$ cat src/rtl/pe_mac.sv
`default_nettype none
// +----------------------------------------------------------------------------+
// | Module   : pe_mac                                                          |
// | Brief    : Pipelined multiply-accumulate processing element with grouped   |
// |            accumulation, shift/saturate formatting and a held result.      |
// | Revision : 1.0                                                             |
// +----------------------------------------------------------------------------+
module pe_mac #(
    parameter int DATA_W = 8,
    parameter int ACC_W  = 24,
    parameter int OUT_W  = 8,
    parameter int SHIFT  = 0,
    parameter int SIGNED = 0
) (
    input  logic              clk,
    input  logic              rst,
    input  logic              in_valid,
    output logic              in_ready,
    input  logic [DATA_W-1:0] a,
    input  logic [DATA_W-1:0] b,
    input  logic              last,
    input  logic              sat_en,
    output logic              out_valid,
    input  logic              out_ready,
    output logic [OUT_W-1:0]  out_data,
    output logic              out_ovf
);

    localparam int c_PROD_W = 2 * DATA_W;
    localparam logic [0:0] c_ST_ACCUM = 1'b0;
    localparam logic [0:0] c_ST_HOLD  = 1'b1;
    localparam logic [ACC_W-1:0] c_UMAX = (ACC_W'(1) << OUT_W) - ACC_W'(1);
    localparam logic [ACC_W-1:0] c_SMAX = (ACC_W'(1) << (OUT_W - 1)) - ACC_W'(1);
    localparam logic [ACC_W-1:0] c_SMIN = ~c_SMAX;

    logic [0:0]          r_state;
    logic [0:0]          w_state_next;
    logic [c_PROD_W-1:0] r_prod;
    logic                r_p_v;
    logic                r_p_last;
    logic                r_p_sat;
    logic [ACC_W-1:0]    r_acc;
    logic                r_ovf;
    logic [OUT_W-1:0]    r_out_data;
    logic                r_out_ovf;
    logic                r_out_valid;

    logic                w_accept;
    logic [c_PROD_W-1:0] w_prod;
    logic [ACC_W-1:0]    w_prod_ext;
    logic [ACC_W:0]      w_sum_full;
    logic [ACC_W-1:0]    w_sum;
    logic                w_ovf_add;
    logic [ACC_W-1:0]    w_shift;
    logic [OUT_W-1:0]    w_fmt;

    assign w_accept   = in_valid && in_ready;
    assign w_sum_full = {1'b0, r_acc} + {1'b0, w_prod_ext};
    assign w_sum      = w_sum_full[ACC_W-1:0];

    // Arithmetic datapath; SIGNED picks sign handling for product, extension, overflow and shift.
    always_comb begin
        w_prod     = c_PROD_W'(a) * c_PROD_W'(b);
        w_prod_ext = ACC_W'(r_prod);
        w_ovf_add  = w_sum_full[ACC_W];
        w_shift    = w_sum >> SHIFT;
        if (SIGNED != 0) begin
            w_prod     = c_PROD_W'($signed(a)) * c_PROD_W'($signed(b));
            w_prod_ext = ACC_W'($signed(r_prod));
            w_ovf_add  = (r_acc[ACC_W-1] == w_prod_ext[ACC_W-1]) &&
                         (w_sum[ACC_W-1] != r_acc[ACC_W-1]);
            w_shift    = ACC_W'($signed(w_sum) >>> SHIFT);
        end
    end

    always_comb begin
        w_fmt = w_shift[OUT_W-1:0];
        if (r_p_sat) begin
            if (SIGNED != 0) begin
                if ($signed(w_shift) > $signed(c_SMAX)) begin
                    w_fmt = c_SMAX[OUT_W-1:0];
                end else if ($signed(w_shift) < $signed(c_SMIN)) begin
                    w_fmt = c_SMIN[OUT_W-1:0];
                end
            end else if (w_shift > c_UMAX) begin
                w_fmt = c_UMAX[OUT_W-1:0];
            end
        end
    end

    // No beat is taken while a closing beat is in flight or a result is held.
    always_comb begin
        w_state_next = r_state;
        in_ready     = (r_state == c_ST_ACCUM) && !(r_p_v && r_p_last);
        case (r_state)
            c_ST_ACCUM: if (r_p_v && r_p_last) w_state_next = c_ST_HOLD;
            c_ST_HOLD:  if (r_out_valid && out_ready) w_state_next = c_ST_ACCUM;
            default:    w_state_next = c_ST_ACCUM;
        endcase
    end

    always_ff @(posedge clk) begin
        if (rst) begin
            r_state     <= c_ST_ACCUM;
            r_prod      <= '0;
            r_p_v       <= 1'b0;
            r_p_last    <= 1'b0;
            r_p_sat     <= 1'b0;
            r_acc       <= '0;
            r_ovf       <= 1'b0;
            r_out_data  <= '0;
            r_out_ovf   <= 1'b0;
            r_out_valid <= 1'b0;
        end else begin
            r_state <= w_state_next;
            r_p_v   <= w_accept;
            if (w_accept) begin
                r_prod   <= w_prod;
                r_p_last <= last;
                r_p_sat  <= sat_en;
            end
            if (r_state == c_ST_HOLD && r_out_valid && out_ready) begin
                r_out_valid <= 1'b0;
            end
            if (r_p_v) begin
                if (r_p_last) begin
                    r_out_data  <= w_fmt;
                    r_out_ovf   <= r_ovf | w_ovf_add;
                    r_out_valid <= 1'b1;
                    r_acc       <= '0;
                    r_ovf       <= 1'b0;
                end else begin
                    r_acc <= w_sum;
                    r_ovf <= r_ovf | w_ovf_add;
                end
            end
        end
    end

    assign out_valid = r_out_valid;
    assign out_data  = r_out_data;
    assign out_ovf   = r_out_ovf;

endmodule
`default_nettype wire
$ cat config.mk
export PLATFORM = sky130hd
export DESIGN_NAME = pe_mac
export DESIGN_NICKNAME = d
export VERILOG_FILES = /design/src/rtl/pe_mac.sv
export SDC_FILE = /design/constraint.sdc
export NUM_CORES = 1
export LEC_CHECK = 0
export CAP_MARGIN = 10
export CORE_UTILIZATION = 37
export DETAILED_ROUTE_END_ITERATION = 10
export PLACE_DENSITY = 0.62
export SYNTH_ARGS = -nofsm -noshare
export SYNTH_HDL_FRONTEND = slang
export SYNTH_SLANG_ARGS = --single-unit
$ cat constraint.sdc
create_clock -name clk -period 5.8 [get_ports clk]
set_input_delay 1.16 -clock clk [delete_from_list [all_inputs] [get_ports clk]]
set_output_delay 1.16 -clock clk [all_outputs]
set_load 0.01 [all_outputs]
==> flow_metrics.tcl <==
set metrics [dict create \
    syn_inst 638 \
    end_kind "register" \
    grt_pass1_vias 4362 \
    ir_drop_mv 0.1618 \
    synth.top_cell.area_share 0.2109 \
    numPortBuffers 32 \
    tns_ns 0 \
    routedWlPerCell_um 13.41 \
    netlist_area_um2 5220 \
    hold_ws_ns 0.4585 \
    rrSetupSlack_ns 2.42 \
    crit_type "primary input to register" \
    area_growth_pct 15.39 \
    synth.distinct_cells 60 \
    r2r_end "out_data[1]" \
    cts_sinks 55 \
    clk_path_buf_depth 2 \
    grt_pass1_wl_mm 19.61 \
    period_share 0.9544 \
    async_reset_ff_frac 0 \
    first_iter_violations 216 \
    rsz0062_at_grt "no" \
    antennaDiodeCount 0 \
    fillCellCount 1390 \
    start_kind "primary input" \
    hold_buffers 0 \
    synth_ff_type "dfxtp_1" \
    vias 4461 \
    min_to "r_prod[11]" \
    yosysSeqAreaShare 0.2109 \
    syn_nets 749 \
    worstPathRequired_ns 6.01 \
    antenna_found_initial 0 \
    ys_top_cells_by_count "inv_1 (68), nor2_1 (65), and2_1 (59), dfxtp_1 (55), nand2_1 (53)" \
    yosysMostFrequentCell "inv_1" \
    clock_skew_ns 0.005727 \
    drive_gt1_frac 0.07783 \
    dp_hpwl_mm 9.326 \
    first_pass_iters 4 \
    avgViaCountPerCell 5.181 \
    cp_max_fo 7 \
    core_area_um2 13830 \
    status "complete, no violations" \
    synth_area_leader_cell "dfxtp_1" \
    ios 33 \
    layout.nets 791 \
    routed_wl_mm 11.55 \
    tightest_slew_ns 0.9722 \
    grt.total_usage 0.1607 \
    ys_top_cells_by_area "dfxtp_1 (21%), fa_1 (14%), ha_1 (12%)" \
    drt_drc_violations_left 0 \
    finalSetupViolations 0 \
    placed_area_um2 5859 \
    ant_nets 0 \
    yosysWarnings 0 \
    die_area_um2 14590 \
    numCtsBuffers 5 \
    fin_crit_ns 5.535 \
    maxCapViolCount 0 \
    grt_max_degree 58 \
    max_freq_mhz 180.7 \
    worstHoldStart "r_prod[11]" \
    hold_class "register to register" \
    hold_viol 0 \
    place_congestion 0.8592 \
    total_power_mw 1.608 \
    r2r_start "r_prod[0]" \
    crit_arrival_ns 5.74 \
    synth-edff-count 0 \
    rows 43 \
    clkTransAtPathRegs_ns 0.07 \
    htreeDepth 2 \
    relSlewSlack 0.3512 \
    post_synth.cell_area_avg_um2 8.182 \
    start_util 0.3775 \
    dieWidth_um 120.8 \
    cts-root-buf "clkbuf_16" \
    p_per_area_nw_per_um2 266.9 \
    cts_tree "yes" \
    postLayoutCellArea_um2 6023 \
    p_leak_nw 2.637 \
    r2r_cells 10 \
    grt-ovfl-total 0 \
    die_h_um 120.8 \
    clk_latency_ns 0.29 \
    hold_depth 2 \
    drv_slew 0 \
    ys_ff_latch 55 \
]
==> registers in the layout (all words and copies together) (netlist names) <==
| name | flops |
|---|---|
| r_ovf | 1 |
| out_data | 8 |
| out_ovf | 1 |
| r_p_v | 1 |
| r_p_last | 1 |
| r_acc | 24 |
| r_state | 1 |
| out_valid | 1 |
| r_prod | 16 |
| r_p_sat | 1 |
==> worst max path at each step <==
stage          from          to  slack (ns)  cells after the start
5_1_grt        a[1]  r_prod[15]       0.006                     17
2_1_floorplan  a[3]  r_prod[15]        0.63                     16
4_1_cts        b[3]  r_prod[15]        0.18                     18
3_3_place_gp   a[1]  r_prod[14]        0.02                     17
6_report       a[2]  r_prod[15]        0.26                     17
3_5_place_dp   b[3]  r_prod[15]       -0.12                     18
==> worst max-delay path: stages <==
cell,delay (ns)
clkdlybuf4s50_1,0.60
nand2_1,0.11
fa_1,0.47
fa_1,0.54
inv_1,0.06
fa_1,0.53
inv_1,0.05
fa_1,0.52
inv_1,0.04
ha_1,0.31
a21boi_0,0.16
o41ai_2,0.26
buf_4,0.17
o21ai_1,0.08
o41a_1,0.33
xnor2_1,0.13
a211oi_1,0.21
==> stage by stage <==
step | std cells | setup slack, ns | utilization
6_report | 861 | 0.2647 | 0.4356
5_1_grt | 861 | 0.005547 | 0.4356
4_1_cts | 861 | 0.1837 | 0.4345
3_5_place_dp | 853 | -0.1197 | 0.4238
3_3_place_gp | 853 | 0.01835 | 0.4238
2_1_floorplan | 638 | 0.6277 | -
==> kinds of logic (layout without fill, tap and decap cells) <==
group | Yosys count | after routing | share of synthesized area
simple gates | 223 | 223 | 0.2097
buf+inv | 90 | 133 | 0.06639
fa+ha+maj | 89 | 89 | 0.2665
compound gates | 157 | 157 | 0.2061
xor+xnor | 24 | 24 | 0.04027
flops | 55 | 55 | 0.2109
==> metal layers <==
metal  share of wire  wire, um  track usage
met1            0.48      5553       0.2086
met5               0         0            0
met2            0.48      5594       0.2863
met4          0.0089       103      0.03318
met3           0.025       294      0.01745
==> report_power, final <==
group          internal, mW  switching, mW
combinational         0.405          0.457
clock                 0.162          0.138
sequential            0.418         0.0279
==> placed cells by master (no fill, tap or decap), types with 4 or more instances in the layout <==
cell / n
inv_1: 68
nor2_1: 64
and2_1: 59
dfxtp_1: 55
nand2_1: 53
ha_1: 52
a21oi_1: 46
fa_1: 37
clkdlybuf4s50_1: 31
o21ai_0: 25
buf_4: 25
a22oi_1: 17
xnor2_1: 15
a41oi_1: 11
nor3_1: 10
nand3_1: 10
xor2_1: 9
a211oi_1: 8
a21o_1: 6
o21a_1: 5
clkbuf_16: 5
o21ai_2: 4
nand2b_1: 4
o31ai_1: 4
and3_1: 4
o21ai_1: 4
==> cell type report <==
type / instances / area (um^2) / share of cell area
tap: 180 / 225.2 / 0.03739
timing repair buffer: 57 / 503.0 / 0.08351
clock inverter: 3 / 23.77 / 0.003947
sequential: 55 / 1101 / 0.1828
multi-input combinational: 493 / 3790 / 0.6292
inverter: 68 / 255.2 / 0.04238
clock buffer: 5 / 125.1 / 0.02077
==> timing repair <==
| action | CTS | global route |
|---|---|---|
| resized for setup | 0 | 2 |
| setup buffers | 0 | 0 |
| endpoints found under the setup margin | 0 | 2 |
| hold endpoints to repair | 0 | 0 |
Note: power is estimated with default switching activity, not from simulation.
==> patch (config.mk and constraints unchanged) <==
Register the output `out_ovf` once more, with the module's reset; this adds one clock of latency there. The other outputs are not delayed to match.
--- a/src/rtl/pe_mac.sv
+++ b/src/rtl/pe_mac.sv
@@ -141,3 +141,9 @@
     assign out_data  = r_out_data;
-    assign out_ovf   = r_out_ovf;
+    always_ff @(posedge clk) begin
+        if (rst) begin
+            out_ovf <= '0;
+        end else begin
+            out_ovf <= r_out_ovf;
+        end
+    end
 
Function: no difference found for any inputs over 4 cycles, from zero or initial values and one cycle with rst high; that may be too few to reach the edited logic, so the function may still have changed.
==> patch against the original RTL <==
- clock skew up 0.0011 ns
- synthesized cell count rose by 3.1%
- sequential share of layout area grew 0.30 points
- area after synthesis grew 3.3%
- worst setup slack got worse by 0.024 ns
- via count grew 2.8%
- cell area grew 0.19%
- maximum frequency decreased by 0.42%
- routed wire length increased by 7.6%
- total power shrank 1.9%
- non-clock buffer count fell by 17
- clock power is 4% higher
- sequential cell count rose by 1
- sequential power grew 2%
==> patch: results <==
[routing]
drtPass1Iterations = 4
routed_wl_um = 12400
drt_iter0_drc = 189
vias_per_cell = 5.33

[global_routing]
grt_max_degree = 59
grt_util_all_layers_pct = 17.6
antenna_found_initial = 0
grt_pass1_wl_um = 21400
grt_pass1_vias = 4523

[clock_tree]
cts_buffers = 5
clock_latency_ns = 0.30
root_buffer = "clkbuf_16"
clkTransAtPathRegs_ns = 0.07
cts_max_level = 2
cts_max_path_buffers = 2
cts_setup_buffers = 0

[timing]
slew_headroom_pct = 20.8
clock_skew_ns = 0.00679

[power_and_ir_drop]
p_leak_nw = 2.63
switching_share_pct = 40.3
peakVddDrop_mv = 0.134

[layout]
diodes = 0
nets = 790
layout-drive-gt1-share_pct = 4.71
largest_register_ff_count = 24
regMostFlops = "r_acc"

[yosys]
yosys_warnings = 0
syn_nets = 769
synth_top_flop_cell = "dfxtp_1"
synth.area.top_cells = "dfxtp_1 21%, fa_1 14%, ha_1 12%"
synth.distinct_cells = 62
seq_area_frac_synth_pct = 20.8
synth_most_common_cell = "inv_1"
async_reset_ff_share_pct = 0
synth_common_cells = "66 x inv_1, 61 x and2_1, 58 x nor2_1"

[setup_path]
cp_max_fo = 8
reg2regPathDepth = 10
critPathArrivalTime_ns = 5.77
max_stage_delay_ns = 0.55
cp_slowest_cell = "clkdlybuf4s50_1"

[placement]
hpwl_um = 9860
gp_congestion = 0.923
port_buffers = 32

[hold_path]
min_path_cells = 2
min_path_type = "reg -> reg"

[outcome]
outcome = "finished, final reports clean"
patch: changes by cell type after synthesis, sizes merged, moves of 4 or more:
cell	before	now
nor2	65	58
nand4	2	7
nor4	1	5
xor2	9	5
nor3	10	14
o21bai	2	8
a41oi	11	0
o21a	5	11
o21ai	33	28
patch: area by class of cell:
cell class                      count  area [sq um]
Tap cell                          180           225
Sequential cell                    56          1120
Multi-Input combinational cell    510          3920
Timing Repair Buffer               40           375
Clock inverter                      3          25.0
Inverter                           66           248
Clock buffer                        5           125
Fill cell                        1401          8010
patch: repair_timing:
action,4_1_cts,5_1_grt
hold buffers,0,0
gates resized for setup,0,2
setup endpoints to repair,0,2
patch: cells by family after synthesis:
kind of cell             after synthesis  share of synthesized area (%)
flip-flops                            56                           20.8
AND/OR/NAND/NOR                      239                           22.8
adder cells (fa/ha/maj)               89                           25.8
buffers and inverters                 92                           6.77
XOR/XNOR                              21                           3.41
AO/OA/AOI/OAI                        158                           19.9
multiplexers                           3                          0.557
patch: worst max-delay path, delay by kind of cell:
kind	cells	cell delay, ns
and+or+nand+nor	1	0.25
adders and majority gates	5	2.38
buffers and inverters	5	0.74
xor gates and xnor gates	1	0.12
AOI/OAI and AO/OA	5	1.12
patch: routing by layer:
| metal | global-route usage [%] | vias up | wire [um] | part of all wire [%] |
|---|---|---|---|---|
| met5 | 0 | - | 0 | 0 |
| met2 | 30.9 | 91 | 6130 | 49 |
| met4 | 6.48 | 0 | 301 | 2.4 |
| li1 | - | 2298 | - | - |
| met3 | 1.53 | 18 | 307 | 2.5 |
| met1 | 22.3 | 2177 | 5680 | 46 |
patch: through the flow:
| stage | util (%) | cells | TNS, ns | worst slack, ns | instance area, sq um |
|---|---|---|---|---|---|
| 6_report | 43.0 | 860 | 0 | 0.241 | 6030 |
| 5_1_grt | 43.0 | 860 | 0 | 0.0116 | 6030 |
| 4_1_cts | 42.9 | 860 | 0 | 0.258 | 6030 |
| 3_5_place_dp | 41.9 | 852 | -0.108 | -0.0550 | 5880 |
| 3_3_place_gp | 41.9 | 852 | 0 | 0.0540 | 5880 |
| 2_1_floorplan | - | 658 | 0 | 0.808 | 5390 |
patch: power by group through the flow:
stage | sequential [mW] | combinational, mW | clock (mW)
after global routing | 0.461 | 0.922 | 0.338
after detailed placement | 0.463 | 0.801 | 0
after floorplan | 0.452 | 0.642 | 0
after CTS | 0.455 | 0.808 | 0.322
after global placement | 0.462 | 0.784 | 0
final | 0.454 | 0.810 | 0.312
patch: worst paths after layout:
check,startpoint,end,slack (ns)
setup / recovery,a[3],r_prod[15],0.24
hold / removal,r_prod[9],r_prod[9],0.47
setup reg to reg,r_prod[0],out_data[1],2.37
hold reg to reg,r_prod[9],r_prod[9],0.47
